[config.mk]
export PLATFORM = sky130hd
export DESIGN_NAME = demux_stream_router
export DESIGN_NICKNAME = d
export VERILOG_FILES = /design/src/rtl/demux_pkg.sv /design/src/rtl/demux_slot.sv /design/src/rtl/demux_stream_router.sv
export SDC_FILE = /design/constraint.sdc
export NUM_CORES = 1
export LEC_CHECK = 0
export ABC_AREA = 0
export ABC_CLOCK_PERIOD_IN_PS = 1800
export BUFFER_PORTS_ARGS = -buffer_cell sky130_fd_sc_hd__buf_4
export CELL_PAD_IN_SITES_DETAIL_PLACEMENT = 1
export CELL_PAD_IN_SITES_GLOBAL_PLACEMENT = 2
export CORE_UTILIZATION = 30
export DETAILED_ROUTE_END_ITERATION = 10
export PLACE_DENSITY_LB_ADDON = 0.1
export SLEW_MARGIN = 20
export SYNTH_ARGS = -nofsm -noshare
export SYNTH_HDL_FRONTEND = slang
export SYNTH_SLANG_ARGS = --single-unit
[constraint.sdc]
create_clock -name clk -period 1.8 [get_ports clk]
set_input_delay 0.09 -clock clk [delete_from_list [all_inputs] [get_ports clk]]
set_output_delay 0.09 -clock clk [all_outputs]
set_load 0.02 [all_outputs]
[src/rtl/demux_pkg.sv]
`default_nettype none
// ============================================================================
// Module   : demux_pkg
// Purpose  : Shared constants and helper functions for demux_stream_router.
//            DEFAULT_WIDTH / DEFAULT_CHANNELS : default word width and
//            channel count.
//            addr_width(n) : address bits needed for n channels, minimum 1.
//            in_range(a,n) : 1 when address a selects an existing channel.
// Revision : 1.0 - initial release
// ============================================================================
package demux_pkg;

  localparam int DEFAULT_WIDTH    = 20;
  localparam int DEFAULT_CHANNELS = 16;

  // max(1, clog2(n)); a 1-channel-bit address still needs one wire.
  function automatic int addr_width(input int n);
    return (n > 2) ? $clog2(n) : 1;
  endfunction

  function automatic logic in_range(input int unsigned addr, input int unsigned n);
    return addr < n;
  endfunction

endpackage
`default_nettype wire

[src/rtl/demux_slot.sv]
`default_nettype none
// ============================================================================
// Module   : demux_slot
// Purpose  : One-deep holding register with valid flag for one output channel.
//            A load always wins over a drain, so a slot that is emptied and
//            refilled on the same edge stays valid with the new word.
// Ports    : clk, rst_n      - clock, asynchronous active-low reset
//            load            - capture load_data on the next edge
//            load_data       - word to capture
//            out_ready       - consumer accepts the held word this cycle
//            valid, data     - held word and its valid flag
//            free            - slot can accept a load this cycle
// Revision : 1.0 - initial release
// ============================================================================
module demux_slot
  import demux_pkg::*;
#(
  parameter int WIDTH = DEFAULT_WIDTH
) (
  input  logic             clk,
  input  logic             rst_n,
  input  logic             load,
  input  logic [WIDTH-1:0] load_data,
  input  logic             out_ready,
  output logic             valid,
  output logic [WIDTH-1:0] data,
  output logic             free
);

  logic             valid_d, valid_q;
  logic [WIDTH-1:0] data_d,  data_q;

  always_comb begin
    valid_d = valid_q;
    data_d  = data_q;
    if (load) begin
      valid_d = 1'b1;
      data_d  = load_data;
    end else if (valid_q && out_ready) begin
      // Drained: data is intentionally left in place.
      valid_d = 1'b0;
    end
  end

  always_ff @(posedge clk or negedge rst_n) begin
    if (!rst_n) begin
      valid_q <= 1'b0;
      data_q  <= '0;
    end else begin
      valid_q <= valid_d;
      data_q  <= data_d;
    end
  end

  assign valid = valid_q;
  assign data  = data_q;
  assign free  = ~valid_q | out_ready;

endmodule
`default_nettype wire

[src/rtl/demux_stream_router.sv]
`default_nettype none
// ============================================================================
// Module   : demux_stream_router
// Purpose  : Registered 1-to-CHANNELS stream demultiplexer. Each accepted
//            word lands in the addressed channel's one-deep slot one cycle
//            later; channels stall independently. Out-of-range addresses are
//            accepted, dropped and flagged with a one-cycle err_addr pulse.
// Ports    : clk, rst_n               - clock, asynchronous active-low reset
//            in_valid/in_ready        - input handshake
//            in_data, in_addr         - input word and destination channel
//            out_valid/out_ready      - per-channel handshake (bit k = ch k)
//            out_data                 - channel k at [k*WIDTH +: WIDTH]
//            err_addr                 - dropped out-of-range word pulse
//            in_bcast                 - (DEMUX_BROADCAST_EN only) load every
//                                       channel at once
// Macro    : DEMUX_BROADCAST_EN enables the broadcast input.
// Revision : 1.0 - initial release
// ============================================================================
module demux_stream_router
  import demux_pkg::*;
#(
  parameter int WIDTH    = DEFAULT_WIDTH,
  parameter int CHANNELS = DEFAULT_CHANNELS,
  parameter int ADDR_W   = addr_width(CHANNELS)
) (
  input  logic                      clk,
  input  logic                      rst_n,
`ifdef DEMUX_BROADCAST_EN
  input  logic                      in_bcast,
`endif
  input  logic                      in_valid,
  output logic                      in_ready,
  input  logic [WIDTH-1:0]          in_data,
  input  logic [ADDR_W-1:0]         in_addr,
  output logic [CHANNELS-1:0]       out_valid,
  input  logic [CHANNELS-1:0]       out_ready,
  output logic [CHANNELS*WIDTH-1:0] out_data,
  output logic                      err_addr
);

  // Free flags padded to the full address span so any in_addr value is a
  // legal index; padding bits are never selected because of addr_ok.
  localparam int ADDR_SPAN = 1 << ADDR_W;

  logic [CHANNELS-1:0]  slot_free;
  logic [CHANNELS-1:0]  slot_load;
  logic [ADDR_SPAN-1:0] free_span;
  logic                 addr_ok;
  logic                 bcast;
  logic                 accept;
  logic                 err_addr_d, err_addr_q;

`ifdef DEMUX_BROADCAST_EN
  assign bcast = in_bcast;
`else
  assign bcast = 1'b0;
`endif

  always_comb begin
    free_span                 = '0;
    free_span[CHANNELS-1:0]   = slot_free;
  end

  assign addr_ok = in_range(32'(in_addr), 32'(CHANNELS));

  always_comb begin
    in_ready = 1'b1;                     // out-of-range words are sunk
    if (bcast) begin
      in_ready = &slot_free;
    end else if (addr_ok) begin
      in_ready = free_span[in_addr];
    end
  end

  // in_valid gates every state update, so an undriven in_addr while idle
  // cannot disturb any slot or the error flag.
  assign accept = in_valid & in_ready;

  for (genvar k = 0; k < CHANNELS; k++) begin : g_slot
    assign slot_load[k] = accept & (bcast | (addr_ok & (in_addr == ADDR_W'(k))));

    demux_slot #(
      .WIDTH (WIDTH)
    ) u_slot (
      .clk       (clk),
      .rst_n     (rst_n),
      .load      (slot_load[k]),
      .load_data (in_data),
      .out_ready (out_ready[k]),
      .valid     (out_valid[k]),
      .data      (out_data[k*WIDTH +: WIDTH]),
      .free      (slot_free[k])
    );
  end

  always_comb begin
    err_addr_d = accept & ~bcast & ~addr_ok;
  end

  always_ff @(posedge clk or negedge rst_n) begin
    if (!rst_n) begin
      err_addr_q <= 1'b0;
    end else begin
      err_addr_q <= err_addr_d;
    end
  end

  assign err_addr = err_addr_q;

endmodule
`default_nettype wire

==> results of run 1 <==
## per-layer routing
| metal | global-route usage [%] | part of all wire [%] | vias up |
|---|---|---|---|
| li1 | - | - | 3608 |
| met1 | 24.13 | 42 | 4330 |
| met2 | 30.83 | 48 | 250 |
| met3 | 7.241 | 8.2 | 62 |
| met4 | 4.833 | 2.0 | 4 |
| met5 | 0 | 0.077 | - |
## per-stage QoR
step / TNS, ns / total power, mW / cells / worst slack, ns / hold WS (ns)
6_report: -0.1423 / 25.67 / 1826 / -0.1423 / 0.06287
3_3_place_gp: 0 / 17.76 / 1713 / 0.2250 / 0.04480
5_1_grt: -0.2500 / 26.88 / 1824 / -0.2500 / 0.06233
3_5_place_dp: 0 / 17.88 / 1713 / 0.2016 / 0.04494
2_1_floorplan: 0 / 13.94 / 808 / 0.5323 / -0.2056
4_1_cts: -0.1924 / 26.10 / 1823 / -0.1924 / 0.04329
## sequential cells by signal, summed over array words and instances, names as in the netlist
register	cells
g_slot.u_slot.valid	16
g_slot.u_slot.data	320
## repair_timing
action                                  4_1_cts  5_1_grt
endpoints found under the hold margin       654        0
endpoints found under the setup margin        1        1
pin swaps                                     0        0
gates resized for setup                       3        1
buffers inserted                              3        0
hold buffers                                 37        0
## power by group through the flow
stage / logic (mW) / clock network, mW / registers, mW
global placement: 7.48 / 0 / 10.3
CTS: 7.60 / 8.26 / 10.2
global route: 7.89 / 8.54 / 10.5
finish: 7.49 / 7.96 / 10.2
floorplan: 1.65 / 0 / 12.3
detailed placement: 7.54 / 0 / 10.3
## cells in the final DEF (no fill, tap or decap), drive strengths merged
cell type    Yosys  layout
nor2b            2       2
dfrtp          336     336
nor3b            1       1
diode            0       3
nand2           18      18
o21bai           1       1
and3b            2       2
nor2             1       1
nand2b          17      17
nand4            1       1
mux2           323     323
and3            11      11
o221ai           1       1
o221a            2       2
clkinv           0       4
o21ai            2       2
dlygate4sd3      0      37
nand3            6       6
buf             51     402
bufinv           0       1
inv             10      12
clkbuf          20      63
mux4             1       1
and2             1       1
conb             1       1
## worst max path at each step
stage / slack, ns / startpoint / depth (start not counted) / to
2_1_floorplan: 0.53 / in_addr[1] / 5 / g_slot[9].u_slot.data[10]
3_3_place_gp: 0.23 / in_addr[1] / 4 / g_slot[13].u_slot.data[6]
3_5_place_dp: 0.20 / in_addr[1] / 4 / g_slot[13].u_slot.data[12]
4_1_cts: -0.19 / g_slot[11].u_slot.valid / 5 / in_ready
5_1_grt: -0.25 / g_slot[10].u_slot.valid / 5 / in_ready
6_report: -0.14 / g_slot[11].u_slot.valid / 5 / in_ready
## synthesized netlist by cell type
cell type	instances	area [um^2]
dfrtp_1	336	8408
mux2_2	319	3592
buf_4	31	232.7
clkbuf_1	20	75.07
nand2_1	18	67.56
nand2b_1	17	106.4
buf_2	10	50.05
buf_6	10	112.6
inv_1	10	37.54
and3_4	6	67.56
nand3_1	6	30.03
and3_1	5	31.28
mux2_1	4	45.04
and3b_1	2	17.52
nor2b_1	2	12.51
o21ai_0	2	10.01
o221a_2	2	22.52
and2_1	1	6.260
conb_1	1	3.750
mux4_2	1	22.52
nand4_1	1	6.260
nor2_1	1	3.750
nor3b_4	1	18.77
o21bai_1	1	7.510
o221ai_1	1	8.760
## kinds of logic (layout without fill, tap and decap cells)
logic type	Yosys count	count (layout)	share of synthesized area, %
buffers and inverters	81	519	3.909
and+or+nand+nor	60	60	2.830
other	1	4	0.02885
AOI/OAI and AO/OA	6	6	0.3755
DFF	336	336	64.70
muxes	324	324	28.16
## layout make-up
type / count / share of cell area, %
diodes: 3 / 0.04140
clock buffers: 63 / 6.721
clock inverters: 7 / 0.3726
inverters: 10 / 0.2070
multi-input cells: 391 / 22.60
flip-flops and latches: 336 / 46.37
well taps: 577 / 3.981
repair buffers: 439 / 19.71
==> results.cfg, run 1 <==
[timing]
fmax_mhz = 514.9
finalCriticalPeriod_ns = 1.942
hold_violations = 0
fin_crit_sh_pct = 107.9
rsz0062_at_grt = true
worst_clock_skew_ns = 0.01924
setup_ws_ns = -0.1423
maxSlewViolCount = 0
finalSetupViolations = 1

[worst_setup_path]
critPathArrivalTime_ns = 1.85
reg2reg_depth = 4
crit_required_ns = 1.71
end_kind = output port
path_delay_family = multiplexers
path_buf_inv = 1
path_max_fanout = 2
max_stage_delay_ns = 0.46
worstSetupPathType = register to output port
r2r_setup_slack_ns = 0.20
r2r_start = g_slot[10].u_slot.valid
path_cells = nand2b_4 > mux4_2 > nand2_1 > nand4_1 > buf_6
startpoint_type = register
timing.rr.end = g_slot[10].u_slot.data[9]
critPathSlowestCell = mux4_2

[yosys]
syn-num-nets = 851
netlist_area_mm2 = 0.01300
yosys_warnings = 0
syn_area_per_cell_um2 = 16.08
yosysUniqueCellTypes = 25
synth_cells = 808
yosysSeqAreaShare_pct = 64.70
synth_seq_cells = 336

[detailed_routing]
drc = 0
ant_nets = 0
wl_per_cell_um = 22.90
drt-initial-drc-count = 294
dr.pass1.iters = 4
num_vias = 8254
vias_per_cell = 4.520
wl_mm = 41.81

[final_layout]
syn_to_final_growth_pct = 39.53
nFillCells = 4349
multi_input_area_mm2 = 0.004098
finish.utilization_pct = 42.85
regArea_mm2 = 0.008408
num-nets-final = 1261
drive_gt1_share_pct = 63.64
design_area_mm2 = 0.01813

[power_and_ir_drop]
p_clk_share_pct = 31.0
powerDensity_mw_per_mm2 = 1415
switching_share_pct = 31.74
combPwrFrac_pct = 29.2
leakagePower_nw = 8.616
p_switching_mw = 8.145
intPower_mw = 17.52
ir_drop_v = 0.0007889
pwr-share-seq_pct = 39.8

[clock_network]
clockBufferDepth = 3
htreeDepth = 2
cts.sinks = 336
clk_latency_ns = 0.56
clockRootBuffer = clkbuf_16
cts_tree = yes
cts.clk_slew.worst_paths_ns = 0.06
cts_buffers = 40

[floorplan]
chipHeight_um = 210.1
core_area_mm2 = 0.04232
die_w_um = 210.1
design.die.area_mm2 = 0.04416
io_pins = 381
rows = 75
start_util_pct = 30.71

[global_route]
track_usage_pct = 19.14
grt_remaining_overflow = 0
antenna_found_initial = 4
grt_max_degree = 62
grt_pass1_vias = 8858
grt_first_pass_wirelength_mm = 61.83

[status]
violations = negative setup slack
status = finished, violations left

[placement]
io_buffers = 379
place_hpwl_mm = 29.01
globalplace.congestion = 0.7182
postPlaceCellArea_mm2 = 0.01643

[hold_path]
hp-class = primary input to async pin

[flow_run]
maxCapViolCount = 0
Note: power is estimated with default switching activity, not from simulation.
==> run 2: changes to the inputs <==
--- a/config.mk
+++ b/config.mk
@@ -12,7 +12,7 @@
 export CELL_PAD_IN_SITES_GLOBAL_PLACEMENT = 2
 export CORE_UTILIZATION = 30
 export DETAILED_ROUTE_END_ITERATION = 10
-export PLACE_DENSITY_LB_ADDON = 0.1
+export PLACE_DENSITY_LB_ADDON = 0.08
 export SLEW_MARGIN = 20
 export SYNTH_ARGS = -nofsm -noshare
 export SYNTH_HDL_FRONTEND = slang
==> run 2 against run 1 <==
Net effect: the flow still finishes with violations (negative setup slack); global-route usage grew 0.38 points; utilization grew 0.30 points; sequential power is essentially flat; power shrank 0.10%; combinational power is essentially flat; flip-flop and latch count is the same; critical path type unchanged.
==> results.cfg, run 2 (synthesized netlist as in run 1, its figures left out) <==
[hold_path]
hp-class = primary input to register

[global_route]
antenna_found_initial = 3
track_usage_pct = 19.52
grt_first_pass_wirelength_mm = 63.40
grt_max_degree = 43
grt_pass1_vias = 8982
grt_remaining_overflow = 0

[timing]
fmax_mhz = 523.5
finalCriticalPeriod_ns = 1.910
max_slew_margin_pct = 64.95
worst_pin_slew_ns = 0.5247
setup_tns_ns = -0.1104
rsz0062_at_grt = true
finalSetupViolations = 1
setup_ws_ns = -0.1104
maxSlewViolCount = 0
hold_violations = 0
worst_clock_skew_ns = 0.01468
fin_crit_sh_pct = 106.1

[final_layout]
num-nets-final = 1280
drive_gt1_share_pct = 64.51
largest_reg_flops = 320
syn_to_final_growth_pct = 40.51
stdcell_count = 1844
mostFrequentLayoutCells = 406 x buf_4, 336 x dfrtp_1, 319 x mux2_2
nFillCells = 4326
layout_commonest_cell = buf_4
design_area_mm2 = 0.01826

[worst_setup_path]
worstSetupPathType = register to output port
path_buf_inv = 1
critPathArrivalTime_ns = 1.82
startpoint_type = register
path_max_fanout = 3
max_stage_delay_ns = 0.35
critPathSlowestCell = dfrtp_1
path_cells = nand2b_1 > mux2_2 > o21bai_1 > nand4_1 > buf_6
crit_required_ns = 1.71
path_delay_family = flip-flops
end_kind = output port

[detailed_routing]
ant_nets = 0
wl_per_cell_um = 23.02
wl_mm = 42.44
dr.pass1.iters = 4
num_vias = 8349
drc = 0
drt-initial-drc-count = 221
vias_per_cell = 4.528

[power_and_ir_drop]
ir_drop_v = 0.0007507
total_power_mw = 25.64
leakagePower_nw = 8.705
powerDensity_mw_per_mm2 = 1404

[floorplan]
start_util_pct = 30.71
io_pins = 381
rows = 75
die_w_um = 210.1
chipHeight_um = 210.1
core_area_mm2 = 0.04232
design.die.area_mm2 = 0.04416

[status]
status = finished, violations left
violations = negative setup slack

[placement]
dp_cells = 1730
postPlaceCellArea_mm2 = 0.01654
globalplace.congestion = 0.7339
io_buffers = 379
place_hpwl_mm = 30.03

[clock_network]
clockRootBuffer = clkbuf_16
cts_buffers = 41
clockBufferDepth = 3
clk_latency_ns = 0.54
htreeDepth = 2
cts_tree = yes
cts.clk_slew.worst_paths_ns = 0.06
cts.sinks = 336

[flow_run]
maxCapViolCount = 0
[run 2: cell types whose count changed in the layout (fill, tap and decap cells not counted), sizes merged]
cell / before / now
dlygate4sd3: 37 / 36
buf: 402 / 421
diode: 3 / 2
clkinv: 4 / 9
clkbuf: 63 / 60
inv: 12 / 11
[run 2: final cells by class]
type                            count  area (um^2)  share of cell area [%]
Sequential cell                   336         8408                   46.04
Clock inverter                     11        86.33                  0.4728
Inverter                           10        37.54                  0.2055
Tap cell                          577        721.9                   3.953
Timing Repair Buffer              457         3695                   20.23
Multi-Input combinational cell    391         4110                   22.51
Antenna cell                        2        5.005                 0.02741
Clock buffer                       60         1197                   6.557
[run 2: final timing paths]
check                                     startpoint  slack [ns]  depth (start not counted)                         end
min                                      in_data[19]        0.01                          2  g_slot[13].u_slot.data[19]
max                           g_slot[1].u_slot.valid       -0.11                          5                    in_ready
min reg2reg                g_slot[5].u_slot.data[13]        0.49                          1   g_slot[5].u_slot.data[13]
max reg2reg                  g_slot[13].u_slot.valid        0.27                          3   g_slot[13].u_slot.data[5]
max in group asynchronous                      rst_n        1.01                          4   g_slot[13].u_slot.data[5]
min in group asynchronous                      rst_n        0.02                          2    g_slot[1].u_slot.data[2]
[run 2: metal layers]
layer  vias up  wire length (um)  global-route usage (%)
met1      4399             17770                   24.97
met3        57              3242                   5.959
met5         -                13                       0
li1       3651                 -                       -
met4         2               853                   5.940
met2       240             20560                   31.65
[run 2: worst reg2reg max path: cells and delay by family, from the launching register on]
kind             cells  cell delay (ns)
flip-flops           1             0.37
AND/OR/NAND/NOR      2             0.63
multiplexers         1             0.40
[run 2: through the flow]
step                utilization, %  hold WS, ns  setup WS (ns)
floorplan                        -      -0.2056         0.5323
global placement             39.08      0.01220        0.09361
detailed placement           39.08     0.004293        0.08567
CTS                          43.08     0.005381        -0.1565
global route                 43.15      0.01824        -0.2008
finish                       43.15     0.009789        -0.1104
[run 2: timing repair]
item / CTS / global route
endpoints found under the hold margin: 557 / 0
gates resized for setup: 4 / 2
hold buffers: 36 / 0
setup buffers: 3 / 2
endpoints found under the setup margin: 1 / 1
[run 2: power breakdown]
part / switching, mW / internal (mW)
logic: 4.01 / 3.51
clock network: 3.16 / 4.73
registers: 0.964 / 9.26
total: 8.13 / 17.5
